### config.mk
export PLATFORM = sky130hd
export DESIGN_NAME = mul_arbiter
export DESIGN_NICKNAME = d
export VERILOG_FILES = /design/src/rtl/mul_arbiter.sv
export SDC_FILE = /design/constraint.sdc
export NUM_CORES = 1
export LEC_CHECK = 0
export CAP_MARGIN = 0
export CELL_PAD_IN_SITES_DETAIL_PLACEMENT = 0
export CELL_PAD_IN_SITES_GLOBAL_PLACEMENT = 2
export CORE_MARGIN = 1.5
export CORE_UTILIZATION = 25
export DETAILED_ROUTE_END_ITERATION = 6
export PLACE_DENSITY = 0.9
export SYNTH_ARGS = -nofsm -noshare
export SYNTH_HDL_FRONTEND = slang
export SYNTH_SLANG_ARGS = --single-unit
### constraint.sdc
create_clock -name clk -period 14.9 [get_ports clk]
set_clock_uncertainty 0.15 [all_clocks]
set_input_delay 2.235 -clock clk [delete_from_list [all_inputs] [get_ports clk]]
set_output_delay 2.235 -clock clk [all_outputs]
set_load 0.005 [all_outputs]
### src/rtl/mul_arbiter.sv
// mul_arbiter: four requesters share one 16-bit sign-magnitude multiplier.
// A round-robin arbiter picks at most one requester per cycle whenever the
// single-entry result register can take a new result (empty, or being drained
// in the same cycle). Operands are captured at the grant, so requesters may
// drop them right after their handshake. The result appears one cycle after
// the grant and stays stable until the consumer accepts it.

module mul_arbiter #(
  parameter int N    = 32,  // operand/result width; only 32 is supported
  parameter int NREQ = 4    // number of requesters; fixed at 4
) (
  input  logic                clk,
  input  logic                rst,
  input  logic [NREQ-1:0]     req_valid,
  input  logic [NREQ*N-1:0]   req_a,
  input  logic [NREQ*N-1:0]   req_b,
  output logic [NREQ-1:0]     req_ready,
  output logic                rsp_valid,
  input  logic                rsp_ready,
  output logic [1:0]          rsp_id,
  output logic [N-1:0]        rsp_c,
  output logic [3:0]          rsp_flags,
  output logic [15:0]         op_count
);

  // Result of the shared datapath: product word plus {cout, zero, overflow, neg}.
  typedef struct packed {
    logic [N-1:0] c;
    logic [3:0]   flags;
  } mul_res_t;

  // Sign-magnitude multiply on the low half-word of each operand. Bit 15 is
  // the sign, bits 14:0 the magnitude, upper half-word ignored. The zero flag
  // deliberately reflects the operand-A magnitude, not the product.
  function automatic mul_res_t mul_sm(input logic [N-1:0] a, input logic [N-1:0] b);
    mul_res_t   res;
    logic [15:0] p16;
    logic        sign;
    p16       = {1'b0, a[14:0]} * {1'b0, b[14:0]};
    sign      = a[15] ^ b[15];
    res.c     = '0;
    res.c[15] = sign;
    res.c[14:0] = p16[14:0];
    res.flags = {p16[15], (a[14:0] == 15'd0), 1'b0, sign};
    return res;
  endfunction

  // State
  logic [1:0]   ptr_q, ptr_d;
  logic         rsp_valid_q, rsp_valid_d;
  logic [1:0]   rsp_id_q, rsp_id_d;
  logic [N-1:0] rsp_c_q, rsp_c_d;
  logic [3:0]   rsp_flags_q, rsp_flags_d;
  logic [15:0]  op_count_q, op_count_d;

  // Arbitration / datapath signals
  logic         can_accept_s;
  logic         grant_vld_s;
  logic [1:0]   win_id_s;
  logic [1:0]   scan_idx_s;
  logic [NREQ-1:0] grant_s;
  logic [N-1:0] sel_a_s;
  logic [N-1:0] sel_b_s;
  mul_res_t     mul_res_s;

  // The result register can take a new result if empty or drained this cycle.
  assign can_accept_s = !rsp_valid_q || rsp_ready;

  // Round-robin scan starting at ptr; first asserted request wins. No grant in reset.
  always_comb begin
    grant_vld_s = 1'b0;
    win_id_s    = 2'd0;
    scan_idx_s  = 2'd0;
    if (can_accept_s && !rst) begin
      for (int k = 0; k < 4; k++) begin
        scan_idx_s = ptr_q + 2'(k);
        if (!grant_vld_s && req_valid[scan_idx_s]) begin
          grant_vld_s = 1'b1;
          win_id_s    = scan_idx_s;
        end else begin
          grant_vld_s = grant_vld_s;
        end
      end
    end else begin
      grant_vld_s = 1'b0;
    end
  end

  // One-hot grant toward the requesters.
  always_comb begin
    grant_s = '0;
    if (grant_vld_s) begin
      grant_s[win_id_s] = 1'b1;
    end else begin
      grant_s = '0;
    end
  end

  assign req_ready = grant_s;

  // Route the winner's operands into the shared multiplier.
  assign sel_a_s   = req_a[win_id_s*N +: N];
  assign sel_b_s   = req_b[win_id_s*N +: N];
  assign mul_res_s = mul_sm(sel_a_s, sel_b_s);

  // Next state: load on grant, drain when consumed without a new grant.
  always_comb begin
    ptr_d       = ptr_q;
    rsp_valid_d = rsp_valid_q;
    rsp_id_d    = rsp_id_q;
    rsp_c_d     = rsp_c_q;
    rsp_flags_d = rsp_flags_q;
    op_count_d  = op_count_q;
    if (grant_vld_s) begin
      ptr_d       = win_id_s + 2'd1;
      rsp_valid_d = 1'b1;
      rsp_id_d    = win_id_s;
      rsp_c_d     = mul_res_s.c;
      rsp_flags_d = mul_res_s.flags;
      op_count_d  = op_count_q + 16'd1;
    end else if (rsp_valid_q && rsp_ready) begin
      rsp_valid_d = 1'b0;
    end else begin
      rsp_valid_d = rsp_valid_q;
    end
  end

  // State registers with synchronous reset; pending results are discarded.
  always_ff @(posedge clk) begin
    if (rst) begin
      ptr_q       <= 2'd0;
      rsp_valid_q <= 1'b0;
      rsp_id_q    <= 2'd0;
      rsp_c_q     <= '0;
      rsp_flags_q <= 4'd0;
      op_count_q  <= 16'd0;
    end else begin
      ptr_q       <= ptr_d;
      rsp_valid_q <= rsp_valid_d;
      rsp_id_q    <= rsp_id_d;
      rsp_c_q     <= rsp_c_d;
      rsp_flags_q <= rsp_flags_d;
      op_count_q  <= op_count_d;
    end
  end

  assign rsp_valid = rsp_valid_q;
  assign rsp_id    = rsp_id_q;
  assign rsp_c     = rsp_c_q;
  assign rsp_flags = rsp_flags_q;
  assign op_count  = op_count_q;

endmodule

==> impl_results.md, run 1 <==
* Status: finished, violations left
* Violated checks: design-rule violations
* CP most frequent cell: xnor2_1
* Hold Crit Depth at 2
* Setup Crit Path Kind: primary input to flip-flop
* Fmax at ~89 MHz
* Final hold violation count at 0
* Post-CTS setup buffers at 0
* Total congestion overflow at 0
* Cts bufs inserted at 5
* Die footprint at about 28000 sq um
* Die X at roughly 170 microns
* DR vias at between 5000 and 6000
* Ys async rst share at 0%
* Worst Setup End Kind: flip-flop
* CP bufs+invs at 5
* Post-cts hold buffer count at 0
* Worst stage delay on the critical path at approximately 850 ps
* CTS tree: yes
* Final period utilization at approximately 75%
* Via density at ~4.4
* Met1 usage in global routing at 18.55%
* Most frequent cells in the layout: clkdlybuf4s50_1, inv_1, nor2_1, fa_1, mux2i_1
* Core area at ~26000 sq um
* Worst path required time at ~15000 ps
* CTS Sinks at 39
* Synth Instances at about 780
* Crit path max-delay family: adder cells
* Register area share after synthesis at a little under an eighth
* Initial antenna violation count at 0
* CTS Root Cell: clkbuf_16
* DIE HEIGHT at 166.7 microns
* Leakage at 3.730 nW
* Worst R2R Start: ptr_q[1]
* EDFF count, synth at 0
* # setup viols final at 0
* Io pins at 322
* Post-Place Cells at ~1300
* Worst vdd ir at around 200 uV
* Slew Limit Headroom at between 40% and 50%
* Worst skew pair latency at a little under 300 ps
* Worst Min Path Start: rsp_c[4]
* Share of layout cells above drive strength 1 at between 5 and 6%
* CP arrival at roughly 11000 ps
* Synth cell types at between 40 and 50
* Minimum clock period at 11190 ps
* Final ANT Viol Nets at 0
* PortBufs at between 150 and 200
* DRC at 24
* RSZ-0062 raised after global routing: false
* Slew @ Worst Pin at roughly 850 ps
* Fillers at 2781
* Vias in the first global route at between 5000 and 6000
* First-pass GRT wire length at between 30000 and 40000 microns
* Syn_area_per_cell at between 8 and 9 sq um
* CP max-delay cell: clkdlybuf4s50_1
* CTS clk-pin slew, worst paths at 60 ps
* Met2 Use GR at 24.75%
* GRT Util Overall at approximately 14%
* Count of nets after finishing at approximately 1300
* Clock Path Buffers at 2
* Cell Area, Synth at around 6700 sq um
* M3 GR Usage at about 2.8%
* # resized after CTS at 0
* Crit Reg-Reg Endpoint: rsp_flags[3]
* DRT iter0 DRCs at 250
* Hpwl dp at between 15000 and 20000 microns
* Ant diodes at 0
* H-tree depth at 2
* Initial Util at approximately a quarter
* Syn-to-layout area delta at 31.66%
* Largest net degree at the start of global routing at 54
* WL/cell at 15.03 microns
* Number of synthesized register bits at 39
* Final setup TNS at 0 ps
* Routed wire length at 19110 microns
* Leading cell type in the layout, fill and taps excluded: clkdlybuf4s50_1
* Detailed Routing Iterations Pass 1 at 7
* Core Rows at around 60
* Reg2Reg Setup Slack at between 6000 and 7000 ps
* Synth Flop Type: dfxtp_1
* CP max FO at 43
* Fin. max-slew vios at 0
* Worst setup SP type: primary input
* R2r worst-path depth at 27
* Busiest grt layer: met2
* End point of the worst hold path: rsp_c[4]
* CP Depth at 26
* PwrDens at a little under 300 nW/um^2
* Placer Congestion at 0.8022
* Synth warn at 0
* Hold WC Path Type: flip-flop to flip-flop
* Non-Filler Instances at ~1300
* Maxcap violations at 0
[through the flow]
step           hold slack, ps  worst slack [ps]  utilization, %  power (mW)  cell area, sq um
6_report                305.6              3709           33.64       2.599              8815
5_1_grt                 320.3              3149           33.64       2.980              8815
4_1_cts                 309.4              3612           33.64       2.682              8815
3_5_place_dp            299.7              3339           32.99       2.535              8646
3_3_place_gp            299.5              3339           32.99       2.508              8646
2_1_floorplan           300.3              5730               -       1.949              6755
[final cells by class]
| type | instances | area [sq um] | area share, % |
|---|---|---|---|
| Tap cell | 335 | 419.2 | 4.755 |
| Timing Repair Buffer | 181 | 1799 | 20.41 |
| Sequential cell | 39 | 780.7 | 8.857 |
| Clock buffer | 5 | 125.1 | 1.419 |
| Multi-Input combinational cell | 586 | 5189 | 58.86 |
| Clock inverter | 3 | 43.79 | 0.4968 |
| Inverter | 122 | 457.9 | 5.195 |
[registers in the layout (all words and copies together) (netlist names)]
| signal | flops |
|---|---|
| op_count | 16 |
| rsp_flags | 3 |
| rsp_c | 15 |
| ptr_q | 2 |
| rsp_id | 2 |
| rsp_valid | 1 |
[cells by family after synthesis]
logic type      synth area share [%]
simple gates                   15.92
xor+xnor                       6.933
other cells                  0.05601
fa+ha+maj                      33.19
mux                            15.59
buf+inv                        11.90
flops                          11.66
compound gates                 4.747
[worst max path at each step]
stage               slack, ps           end         start
floorplan                5730  rsp_flags[3]  req_valid[0]
global placement         3340  rsp_flags[3]           rst
detailed placement       3340  rsp_flags[3]           rst
CTS                      3610  rsp_flags[3]           rst
global route             3150  rsp_flags[3]           rst
finish                   3710  rsp_flags[3]           rst
[synthesized netlist by cell type (9+ instances only)]
cell / number / share of area, %
nor2_1: 105 / 5.9
nand3_1: 23 / 1.7
mux2_2: 21 / 3.5
buf_4: 20 / 2.2
ha_1: 48 / 9.0
nand2_1: 60 / 3.4
clkbuf_1: 13 / 0.73
o21ai_0: 14 / 1.0
fa_1: 81 / 24
xor2_1: 19 / 2.5
dfxtp_1: 39 / 12
mux2i_1: 66 / 9.9
nand2b_1: 11 / 1.0
xnor2_1: 34 / 4.4
inv_1: 121 / 6.8
mux2i_2: 9 / 1.9
a21oi_1: 19 / 1.4
[tightest hold or removal path: stages (launching register included)]
cell     delay [ps]
dfxtp_1         310
nand3_1          60
nand2_1          40
[layer usage]
layer	wire length, microns	vias to the layer above	share of wire [%]
met5	0	-	0
met1	8507	2675	45
li1	-	2731	-
met2	9337	149	49
met4	83	0	0.43
met3	1180	8	6.2
[power breakdown]
group / internal [mW] / total [mW] / switching, mW
combinational: 1.07 / 2.33 / 1.26
sequential: 0.135 / 0.146 / 0.0111
clock: 0.0789 / 0.123 / 0.0437
Note: power is estimated with default switching activity, not from simulation.
==> run 2, diff against run 1 <==
- CORE_UTILIZATION: 25 -> 23
- PLACE_DENSITY: 0.9 -> 0.84
- clock period: 14.9 -> 10.3 ns (I/O delays scaled with it)
==> run 2 against run 1 <==
  * Setup slack got worse by 2700 ps
  * Wire length increased by 1.4%
  * Design area increased by 1.3%
  * Count of clock-buffer cells in the layout increased by 1
  * Flip-flop and latch count unchanged
  * The flow now finishes without violations
  * Largest power group unchanged
  * Clock power increased by 24%
  * Via count increased by 1.3%
  * Sequential share of layout area decreased by 0.11 points
  * Worst hold slack got worse by 4.1 ps
  * Sequential power increased by 45%
  * Non-clock buffer count increased by 7
==> impl_results.md, run 2 (synthesis gave the netlist of run 1 again) <==
* Count of nets after finishing at 1334 (+0.53%)
* Post-CTS setup buffers at 0 (unchanged)
* Worst R2R Start: ptr_q[1]
* Worst setup SP type: primary input
* Final setup TNS at 0 ps (unchanged)
* Fin. max-slew vios at 0 (unchanged)
* Io pins at 322 (unchanged)
* DR vias at 5636 (+1.3%)
* Final ANT Viol Nets at 0 (unchanged)
* Leakage at 3.754 nW (+0.65%)
* Vias in the first global route at 5989 (+3.3%)
* Placement Setup Slack at 658.3 ps (-2681 ps)
* Initial Util at 23.33% (-2.2 points)
* End point of the worst hold path: rsp_c[2]
* Core area at 28700 sq um (+9.5%)
* Initial antenna violation count at 0 (unchanged)
* # setup viols final at 0 (unchanged)
* Worst Min Path Start: rsp_c[2]
* Max reg flops at 16 (unchanged)
* Fmax at roughly 110 MHz
* Worst Setup End Kind: flip-flop
* DIE HEIGHT at 173.6 microns (+4.2%)
* PortBufs at 176 (unchanged)
* PwrDens at 416.5 nW/um^2 (+41%)
* Die footprint at 30140 sq um (+8.5%)
* H-tree depth at 2 (unchanged)
* Crit Reg-Reg Endpoint: rsp_flags[3]
* CP most frequent cell: xnor2_1
* Maxcap violations at 0 (unchanged)
* Via density at 4.247 (-3.0%)
* Hold WC Path Type: flip-flop to flip-flop
* Worst path required time at 10320 ps (-4600 ps)
* Largest net degree at the start of global routing at 38 (-30%)
* Ant diodes at 0 (unchanged)
* Hold Crit Depth at 2 (unchanged)
* Share of layout cells above drive strength 1 at 6.575% (+0.59 points)
* Setup Crit Path Kind: primary input to flip-flop
* Minimum clock period at approximately 9300 ps
* Worst skew pair latency at 290 ps (about the same)
* Final period utilization at 90.15%
* Slew @ Worst Pin at 627.3 ps (-223.8 ps)
* CTS Sinks at 39 (unchanged)
* Clock Path Buffers at 2 (unchanged)
* Total congestion overflow at 0 (unchanged)
* Final critical-path setup slack at 1015 ps (-2694 ps)
* Reg2Reg Setup Slack at 2520 ps (-4120 ps)
* Final hold violation count at 0 (unchanged)
* Placer Congestion at 0.8110 (+1.1%)
* Die X at 173.6 microns (+4.2%)
* First-pass GRT wire length at 32110 microns (+2.2%)
* CP max-delay cell: o311a_4
* # resized after CTS at 0 (unchanged)
* CTS Root Cell: clkbuf_16
* Most frequent cells in the layout: clkdlybuf4s50_1, inv_1, nor2_1, fa_1, mux2i_1
* CP arrival at 9300 ps (-1910 ps)
* Status: finished clean
* CTS tree: yes
* Syn-to-layout area delta at 33.32%
* Slew Limit Headroom at 58.18% (+15 points)
* DRT iter0 DRCs at 204 (-18%)
* R2r worst-path depth at 25 (-7.4%)
* Post-cts hold buffer count at 0 (unchanged)
* Core Rows at 62 (+5.1%)
* DRC at 0 (-100%)
* Detailed Routing Iterations Pass 1 at 4 (-3)
* CTS clk-pin slew, worst paths at 60 ps (about the same)
* WL/cell at 14.60 microns (-2.9%)
* CP max FO at 37 (-14%)
* Routed wire length at 19380 microns (+1.4%)
* Hpwl dp at 16340 microns (+0.12%)
* Worst stage delay on the critical path at 670 ps (-180 ps)
* RSZ-0062 raised after global routing: false
* GRT Util Overall at 13.28% (-0.95 points)
* Leading cell type in the layout, fill and taps excluded: clkdlybuf4s50_1
* Worst vdd ir at 359.1 uV (+80%)
* Cts bufs inserted at 5 (unchanged)
==> run 2: cell count changes in the layout (fill, tap and decap cells not counted) <==
| cell | previous run | this run |
|---|---|---|
| buf_4 | 5 | 10 |
| clkinvlp_4 | 0 | 1 |
| clkbuf_1 | 0 | 1 |
| buf_12 | 0 | 2 |
| clkinv_4 | 1 | 0 |
| bufinv_16 | 1 | 0 |
==> run 2: layer usage <==
| metal | wire [microns] | up-vias | track usage (%) |
|---|---|---|---|
| met5 | 0 | - | 0 |
| met4 | 122 | 0 | 1.616 |
| met3 | 1008 | 11 | 2.018 |
| met2 | 9639 | 150 | 23.76 |
| met1 | 8608 | 2734 | 17.28 |
| li1 | - | 2741 | - |
==> run 2: cell type report <==
| type | count | area, sq um |
|---|---|---|
| Inverter | 122 | 457.9 |
| Tap cell | 384 | 480.5 |
| Timing Repair Buffer | 188 | 1877 |
| Clock inverter | 2 | 12.51 |
| Fill cell | 3063 | 19780 |
| Clock buffer | 6 | 128.9 |
| Multi-Input combinational cell | 586 | 5189 |
| Sequential cell | 39 | 780.7 |
==> run 2: worst max-delay path, delay by kind of cell <==
kind / cells / cell delay (ps)
compound gates: 2 / 750
xor+xnor: 9 / 1720
fa+ha+maj: 6 / 3080
buf+inv: 5 / 1010
mux: 2 / 610
simple gates: 2 / 510
==> run 2: worst max-delay path by stage <==
stage            startpoint      endpoint  slack, ps  cells after the start
2_1_floorplan  req_valid[0]  rsp_flags[3]       1820                     30
3_3_place_gp            rst  rsp_flags[3]        670                     26
3_5_place_dp            rst  rsp_flags[3]        660                     26
4_1_cts                 rst  rsp_flags[3]        920                     26
5_1_grt        req_valid[0]  rsp_flags[3]        540                     25
6_report       req_valid[0]  rsp_flags[3]       1010                     26
==> run 2: power by group <==
part | switching [mW] | internal [mW] | leakage, nW | total, mW
Clock | 0.0629 | 0.0894 | 0.0669 | 0.152
Combinational | 1.80 | 1.56 | 3.37 | 3.35
Sequential | 0.0161 | 0.195 | 0.320 | 0.211
==> run 2: through the flow <==
step           cell area (sq um)  total power [mW]  utilization, %  std cells  hold WS [ps]
6_report                    8926             3.718           31.10       1327         301.5
5_1_grt                     8926             4.339           31.10       1327         320.8
4_1_cts                     8926             3.857           31.10       1327         305.1
3_5_place_dp                8785             3.676           30.61       1319         296.4
3_3_place_gp                8785             3.666           30.61       1319         294.2
2_1_floorplan               6755             2.819               -        794         300.3
==> run 3, diff against run 2 <==
- TNS_END_PERCENT: not set -> 30
==> results of run 3 <==
Same layout as run 2: the final DEF is identical, and so are final timing and power.
